[src/rtl/sap1_controller.sv]
// SAP-1 controller-sequencer.
// A one-hot T1..T6 ring steps each instruction through fetch and execute.
// The ring state and the current opcode decode into the datapath strobes.
// The block also provides free-run and single-step control, HLT handling
// and a count of retired instructions.
module sap1_controller #(
    parameter logic [3:0] OP_LDA = 4'h0,
    parameter logic [3:0] OP_ADD = 4'h1,
    parameter logic [3:0] OP_SUB = 4'h2,
    parameter logic [3:0] OP_OUT = 4'hE,
    parameter logic [3:0] OP_HLT = 4'hF
) (
    input  logic       i_clk,
    input  logic       i_reset,
    input  logic       i_debug,
    input  logic [3:0] i_opcode,
    input  logic       i_step_mode,
    input  logic       i_step,
    output logic [5:0] o_t_state,
    output logic       o_pc_inc,
    output logic       o_pc_out,
    output logic       o_mar_load,
    output logic       o_ram_out,
    output logic       o_ir_load,
    output logic       o_ir_out,
    output logic       o_a_load,
    output logic       o_a_out,
    output logic       o_b_load,
    output logic       o_alu_sub,
    output logic       o_alu_out,
    output logic       o_out_load,
    output logic       o_halted,
    output logic [7:0] o_instr_count
);

    typedef enum logic [5:0] {
        T1 = 6'b000001,
        T2 = 6'b000010,
        T3 = 6'b000100,
        T4 = 6'b001000,
        T5 = 6'b010000,
        T6 = 6'b100000
    } t_state_e;

    // Bit positions of each strobe inside the packed strobe vector
    localparam int S_PC_INC   = 11;
    localparam int S_PC_OUT   = 10;
    localparam int S_MAR_LOAD = 9;
    localparam int S_RAM_OUT  = 8;
    localparam int S_IR_LOAD  = 7;
    localparam int S_IR_OUT   = 6;
    localparam int S_A_LOAD   = 5;
    localparam int S_A_OUT    = 4;
    localparam int S_B_LOAD   = 3;
    localparam int S_ALU_SUB  = 2;
    localparam int S_ALU_OUT  = 1;
    localparam int S_OUT_LOAD = 0;

    t_state_e    ring_q, ring_d;
    logic        halted_q, halted_d;
    logic [7:0]  count_q, count_d;
    logic        step_q, step_d;
    logic        adv;
    logic [11:0] strb;

    // Raw control word for one T-state; gating by adv/halt/reset happens outside
    function automatic logic [11:0] decode(input t_state_e t, input logic [3:0] op);
        logic [11:0] s;
        s = '0;
        case (t)
            T1: begin
                s[S_PC_OUT]   = 1'b1;
                s[S_MAR_LOAD] = 1'b1;
            end
            T2: begin
                s[S_PC_INC] = 1'b1;
            end
            T3: begin
                s[S_RAM_OUT] = 1'b1;
                s[S_IR_LOAD] = 1'b1;
            end
            T4: begin
                if (op == OP_LDA || op == OP_ADD || op == OP_SUB) begin
                    s[S_IR_OUT]   = 1'b1;
                    s[S_MAR_LOAD] = 1'b1;
                end else if (op == OP_OUT) begin
                    s[S_A_OUT]    = 1'b1;
                    s[S_OUT_LOAD] = 1'b1;
                end
            end
            T5: begin
                if (op == OP_LDA) begin
                    s[S_RAM_OUT] = 1'b1;
                    s[S_A_LOAD]  = 1'b1;
                end else if (op == OP_ADD || op == OP_SUB) begin
                    s[S_RAM_OUT] = 1'b1;
                    s[S_B_LOAD]  = 1'b1;
                    // Subtract select goes up a state early so the ALU result settles
                    s[S_ALU_SUB] = (op == OP_SUB);
                end
            end
            T6: begin
                if (op == OP_ADD || op == OP_SUB) begin
                    s[S_ALU_OUT] = 1'b1;
                    s[S_A_LOAD]  = 1'b1;
                    s[S_ALU_SUB] = (op == OP_SUB);
                end
            end
            default: s = '0;
        endcase
        return s;
    endfunction

    // In step mode only the rising edge of the step request advances the ring
    assign adv = i_step_mode ? (i_step & ~step_q) : 1'b1;

    // Next-state logic for the ring, halt flag, retired count and step edge register
    always_comb begin
        ring_d   = ring_q;
        halted_d = halted_q;
        count_d  = count_q;
        step_d   = i_step;
        if (adv && !halted_q) begin
            case (ring_q)
                T1: ring_d = T2;
                T2: ring_d = T3;
                T3: ring_d = T4;
                T4: begin
                    // HLT freezes the ring in T4 instead of moving on
                    if (i_opcode == OP_HLT) begin
                        halted_d = 1'b1;
                    end else begin
                        ring_d = T5;
                    end
                end
                T5: ring_d = T6;
                T6: begin
                    ring_d  = T1;
                    count_d = count_q + 8'd1;
                end
                default: ring_d = T1;
            endcase
        end
    end

    // Sequencer state registers with asynchronous reset back to T1
    always_ff @(posedge i_clk or posedge i_reset) begin
        if (i_reset) begin
            ring_q   <= T1;
            halted_q <= 1'b0;
            count_q  <= 8'd0;
            step_q   <= 1'b0;
        end else begin
            ring_q   <= ring_d;
            halted_q <= halted_d;
            count_q  <= count_d;
            step_q   <= step_d;
        end
    end

    // Strobes fire only on an advancing cycle so a waiting step-mode cycle is idle
    assign strb = (adv && !halted_q && !i_reset) ? decode(ring_q, i_opcode) : 12'd0;

    assign o_pc_inc      = strb[S_PC_INC];
    assign o_pc_out      = strb[S_PC_OUT];
    assign o_mar_load    = strb[S_MAR_LOAD];
    assign o_ram_out     = strb[S_RAM_OUT];
    assign o_ir_load     = strb[S_IR_LOAD];
    assign o_ir_out      = strb[S_IR_OUT];
    assign o_a_load      = strb[S_A_LOAD];
    assign o_a_out       = strb[S_A_OUT];
    assign o_b_load      = strb[S_B_LOAD];
    assign o_alu_sub     = strb[S_ALU_SUB];
    assign o_alu_out     = strb[S_ALU_OUT];
    assign o_out_load    = strb[S_OUT_LOAD];
    assign o_t_state     = ring_q;
    assign o_halted      = halted_q;
    assign o_instr_count = count_q;

`ifndef SYNTHESIS
    // Simulation trace of each advance and of the halt event
    always @(posedge i_clk) begin
        if (i_debug && !i_reset && adv && !halted_q) begin
            $display("sap1: state=%b opcode=%h", ring_q, i_opcode);
            if (halted_d) begin
                $display("sap1: halted");
            end
        end
    end
`endif

endmodule

[config.mk]
export PLATFORM = sky130hd
export DESIGN_NAME = sap1_controller
export DESIGN_NICKNAME = d
export VERILOG_FILES = /design/src/rtl/sap1_controller.sv
export SDC_FILE = /design/constraint.sdc
export NUM_CORES = 1
export LEC_CHECK = 0
export CAP_MARGIN = 15
export CORE_MARGIN = 2
export CORE_UTILIZATION = 40
export DETAILED_ROUTE_END_ITERATION = 10
export PLACE_DENSITY = 0.74
export SYNTH_ARGS = -nofsm -noshare
export SYNTH_HDL_FRONTEND = slang
export SYNTH_SLANG_ARGS = --single-unit
[constraint.sdc]
create_clock -name i_clk -period 4.8 [get_ports i_clk]
set_input_delay 0.96 -clock i_clk [delete_from_list [all_inputs] [get_ports i_clk]]
set_output_delay 0.96 -clock i_clk [all_outputs]
set_load 0.05 [all_outputs]
### Yosys cells after proc, flatten, opt, wreduce, memory -nomap -nowiden

Index checks and enable logic that the tools add are counted.

| storage, ports and cells | value |
|---|---|
| bits of input ports | 9 |
| logic and storage cells | 53 |
| register bits after elaboration | 16 |

| cells by class | value |
|---|---|
| bitwise gates (word level) | 2 |
| equality and inequality tests | 11 |
| mux-type cells | 24 |
| add/sub/neg operators | 1 |
| reduce and logical (&&, ||, !) cells | 11 |

Operators by type and width:

| operator | count |
|---|---|
| one-hot mux 6 bit (5 select lines) | 1 |
| 2-to-1 mux 1 bit | 14 |
| 2-to-1 mux 12 bit | 1 |
| adder 8 x 1 -> 8 bit, second input constant | 1 |
| equality test 4 bit, second input constant | 2 |
| one-hot mux 1 bit (2 select lines) | 4 |
| equality test 6 x 1 -> 1 bit, second input constant | 1 |
| equality test 6 x 2 -> 1 bit, second input constant | 1 |
| equality test 6 x 3 -> 1 bit, second input constant | 1 |
| equality test 6 x 4 -> 1 bit, second input constant | 1 |
| equality test 6 x 5 -> 1 bit, second input constant | 1 |
| equality test 6 bit, second input constant | 1 |
| 2-to-1 mux 2 bit | 3 |
| 2-to-1 mux 6 bit | 1 |
| equality test 4 x 1 -> 1 bit, second input constant | 1 |
| equality test 4 x 2 -> 1 bit, second input constant | 1 |
| logical NOT 4 bit | 1 |
| AND reduction 2 bit | 2 |
| logical OR 1 bit | 3 |
| AND reduction 3 bit | 1 |
| logical AND 1 bit | 2 |
| logical NOT 1 bit | 2 |
| inequality test 2 bit, second input constant | 1 |
| AND 1 bit | 1 |
| NOT 1 bit | 1 |

### Depth between registers and ports, before layout

| logic depth | value |
|---|---|
| depth in word-level cells | 6 |
| gate-level depth with buffers | 5 |
| depth with buffers taken out | 4 |

### Least setup slack after synthesis

Ideal clock, no wire load.

| timing path | value |
|---|---|
| kind | input -> output |
| start point | in i_reset |
| end point | out o_out_load |
| buffers on the path | 1 |
| required time | 3.840 ns |
| data arrival time | 3.575 ns |
| cell stages on the path | 4 |
| path slack | 0.265 ns |
| cell sequence | inv_1 nand2_1 nor4_1 buf_4 |

| on the way | value |
|---|---|
| cells in the longest elaborated chain, start to end | 3 |

Ends and longest elaborated chain:

| element | RTL line | RTL |
|---|---|---|
| start, declared | 14 | `input logic i_reset,` |
| logical NOT 1 bit | 162 | `assign strb = (adv && !halted_q && !i_reset) ? decode(ring_q, i_opcode) : 12'd0;` |
| logical AND 1 bit | 162 |  |
| 2-to-1 mux 12 bit | 162 |  |
| end, declared | 31 | `output logic o_out_load,` |

Every way passes these cells.

### Worst setup path after layout

| timing path | value |
|---|---|
| start point | in i_step |
| end point | out o_a_out |

| on the way | value |
|---|---|
| cells in the longest elaborated chain, start to end | 5 |

Ends and longest elaborated chain:

| element | RTL line | RTL |
|---|---|---|
| start, declared | 18 | `input logic i_step,` |
| AND 1 bit | 115 | `assign adv = i_step_mode ? (i_step & ~step_q) : 1'b1;` |
| 2-to-1 mux 1 bit | 115 |  |
| logical AND 1 bit (2 in series) | 162 |  |
| 2-to-1 mux 12 bit | 162 |  |
| end, declared | 27 | `output logic o_a_out,` |

Every way passes these cells.

==> flow_metrics.py <==
metrics = {
    "routing": {
        "vias": 883,
        "drt_iter0_drc": 29,
        "ant_nets": 0,
        "drc_errors": 0,
        "finalWirelength_um": 2190,
        "drt-wirelength-per-cell_um": 13.2,
        "vias_per_cell": 5.32,
        "drtPass1Iterations": 4,
    },
    "cts": {
        "worst_skew_pair.late_latency_ns": 0.27,
        "post_cts_buffers": 0,
        "htree_levels": 1,
        "cts_resized": 0,
        "holdBufCountCts": 0,
        "cts_tree": "yes",
        "cts-root-buf": "clkbuf_4",
        "cts_sinks": 16,
        "cts_buffer_depth": 2,
        "cts_inserted_buffers": 3,
        "clk_pin_slew_ns": 0.09,
    },
    "grt": {
        "grt_pass1_wl_um": 3560,
        "use_met3_pct": 2.57,
        "grt_usage_pct": 17.1,
        "grt-ovfl-total": 0,
        "grt_pass1_vias": 778,
        "gr-usage-met2_pct": 26.9,
        "antenna_found_initial": 0,
        "grt.busiest_layer": "met2",
        "grt_max_degree": 11,
        "grt_use_met1_pct": 24.6,
    },
    "sta": {
        "relSlewSlack_pct": 61.5,
        "drv_slew": 0,
        "fmax_ghz": 0.240,
        "period_minus_slack_ns": 4.16,
        "fin_setup_tns_ns": 0,
        "setup_viol_count_final": 0,
        "finalHoldViolCount": 0,
        "fin_crit_sh_pct": 86.7,
        "rsz0062_at_grt": "no",
        "worst_pin_slew_ns": 0.574,
        "fin_skew_ns": 0.00198,
    },
    "job": {
        "cap_violations": 0,
    },
    "place": {
        "place_hpwl_um": 1720,
        "gp_congestion": 0.747,
        "placed_cell_area_um2": 1330,
        "portBuffers": 34,
    },
    "synthesis": {
        "synth_ff_type": "dfrtp_1",
        "syn_area_um2": 946,
        "ys_seq_elements": 16,
        "synth.area.top_cells": "dfrtp_1, xnor2_1, nand3_1",
        "synth_cells": 99,
        "yosysWarnings": 0,
        "yosysTopAreaCell": "dfrtp_1",
        "synth_area_per_cell_um2": 9.55,
        "synth_top_area_share_pct": 39.7,
        "yosysSeqAreaShare_pct": 42.5,
        "ys_types": 35,
        "synth-edff-count": 0,
        "synth-async-reset-ratio_pct": 100,
        "synth_fp_nets": 109,
    },
    "power_and_ir_drop": {
        "peakVddDrop_v": 0.000307,
        "pwr-share-clk_pct": 15.3,
        "power_switching_uw": 245,
        "p_per_area_nw_per_um2": 402,
        "power_leakage_uw": 0.000544,
        "cellInternalPower_uw": 306,
        "pwr-share-comb_pct": 47.7,
        "swShare_pct": 44.5,
        "p_seq_share_pct": 36.9,
    },
    "worst_setup_path": {
        "arrival_ns": 3.20,
        "setup.worst_path.start_class": "input pin",
        "path_buf_inv": 3,
        "crit_chain": "clkdlybuf4s50_1 -> nand2b_1 -> a21oi_1 -> buf_4 -> nand2_1 -> nor4_1 -> clkdlybuf4s50_1",
        "end_kind": "primary output",
        "critPathTopFamily": "buffers and inverters",
        "critPathMaxFanout": 6,
        "cpMaxStageDelayCell": "clkdlybuf4s50_1",
        "cpMostUsedCell": "clkdlybuf4s50_1",
        "required_ns": 3.84,
        "max_stage_delay_ns": 0.87,
        "crit_type": "in2out",
    },
    "floorplanning": {
        "die_y_um": 52.6,
        "die_area_um2": 2770,
        "core_area_um2": 2230,
        "die_w_um": 52.6,
        "rows": 17,
        "start_util_pct": 42.4,
        "ios": 36,
    },
    "layout": {
        "drive_gt1_share_pct": 11.6,
        "fillers": 201,
        "layout_commonest_cell": "clkdlybuf4s50_1",
        "stdcell_area_um2": 1370,
        "fin_nets": 149,
        "area_growth_pct": 44.7,
        "antenna_cells": 0,
        "layout_common_cells": "clkdlybuf4s50_1, dfrtp_1, nor2_1, nand3_1",
    },
    "hold_path": {
        "worstHoldPathType": "reg2reg",
    },
    "outcome": {
        "status": "completed",
    },
}
[path summary, 6_finish.rpt]
| check | slack (ns) | startpoint | depth (start not counted) | to |
|---|---|---|---|---|
| max | 0.64 | i_step | 7 | o_a_out |
| min | 0.47 | o_instr_count[7]$_DFFE_PP0P_ | 1 | o_instr_count[7]$_DFFE_PP0P_ |
| max reg2reg | 2.76 | o_t_state[4]$_DFFE_PP0P_ | 4 | o_t_state[5]$_DFFE_PP0P_ |
| min reg2reg | 0.47 | o_instr_count[7]$_DFFE_PP0P_ | 1 | o_instr_count[7]$_DFFE_PP0P_ |
| max in group asynchronous | 3.39 | i_reset | 3 | o_halted$_DFFE_PP0P_ |
| min in group asynchronous | 0.96 | i_reset | 2 | o_t_state[5]$_DFFE_PP0P_ |
[per-layer routing]
metal,part of all wire [%],up-vias,routed length [µm]
met1,47,423,1020
met2,49,20,1080
met3,3.4,2,74
met5,0,-,0
met4,0.41,0,9
li1,-,438,-
[power by group through the flow]
stage	logic, µW	clock network, µW	registers (µW)
6_report	263	84.3	203
4_1_cts	265	89.6	203
3_5_place_dp	265	0	205
3_3_place_gp	261	0	204
5_1_grt	278	95.1	210
2_1_floorplan	106	0	275
[Yosys cell counts, drive strengths merged, types with 2 or more instances]
cell type	n
nand2	5
inv	4
nand4	4
nor2	9
nor3b	2
o21ai	3
a21oi	6
mux2i	3
nand2b	3
nor4	2
and3	4
dfrtp	15
xnor2	6
mux2	3
nor2b	2
xor2	2
nor3	3
nand3	7
or2	2
[per-stage QoR]
step                setup slack, ns  utilization [%]  hold slack, ns  std cells  total power (µW)
global route                  0.507             61.3           0.506        166               583
CTS                           0.628             61.3           0.479        166               558
finish                        0.639             61.3           0.474        166               551
global placement              0.634             59.7           0.461        162               465
floorplan                     0.265                -           0.627         99               381
detailed placement            0.632             59.7           0.465        162               470
[registers in the layout, summed over array words and instances, names as in the netlist]
register       cells
o_instr_count      8
o_t_state          6
o_halted           1
step_q             1
[layout make-up]
type / instances / area, µm² / area share [%]
clock buffer: 4 / 36.3 / 2.65
sequential: 16 / 402 / 29.3
multi-input combinational: 77 / 518 / 37.8
timing repair buffer: 37 / 363 / 26.5
inverter: 4 / 15.0 / 1.10
tap: 28 / 35.0 / 2.56
[cell families (layout without fill, tap and decap cells)]
family / after synthesis / count (layout) / share of synthesized area (%)
muxes: 6 / 6 / 6.75
DFF: 16 / 16 / 42.5
adders and majority gates: 1 / 1 / 1.32
xor gates and xnor gates: 8 / 8 / 7.41
and+or+nand+nor: 49 / 49 / 29.4
buffers and inverters: 6 / 45 / 2.78
AOI/OAI and AO/OA: 13 / 13 / 9.92
Note: power is estimated with default switching activity, not from simulation.
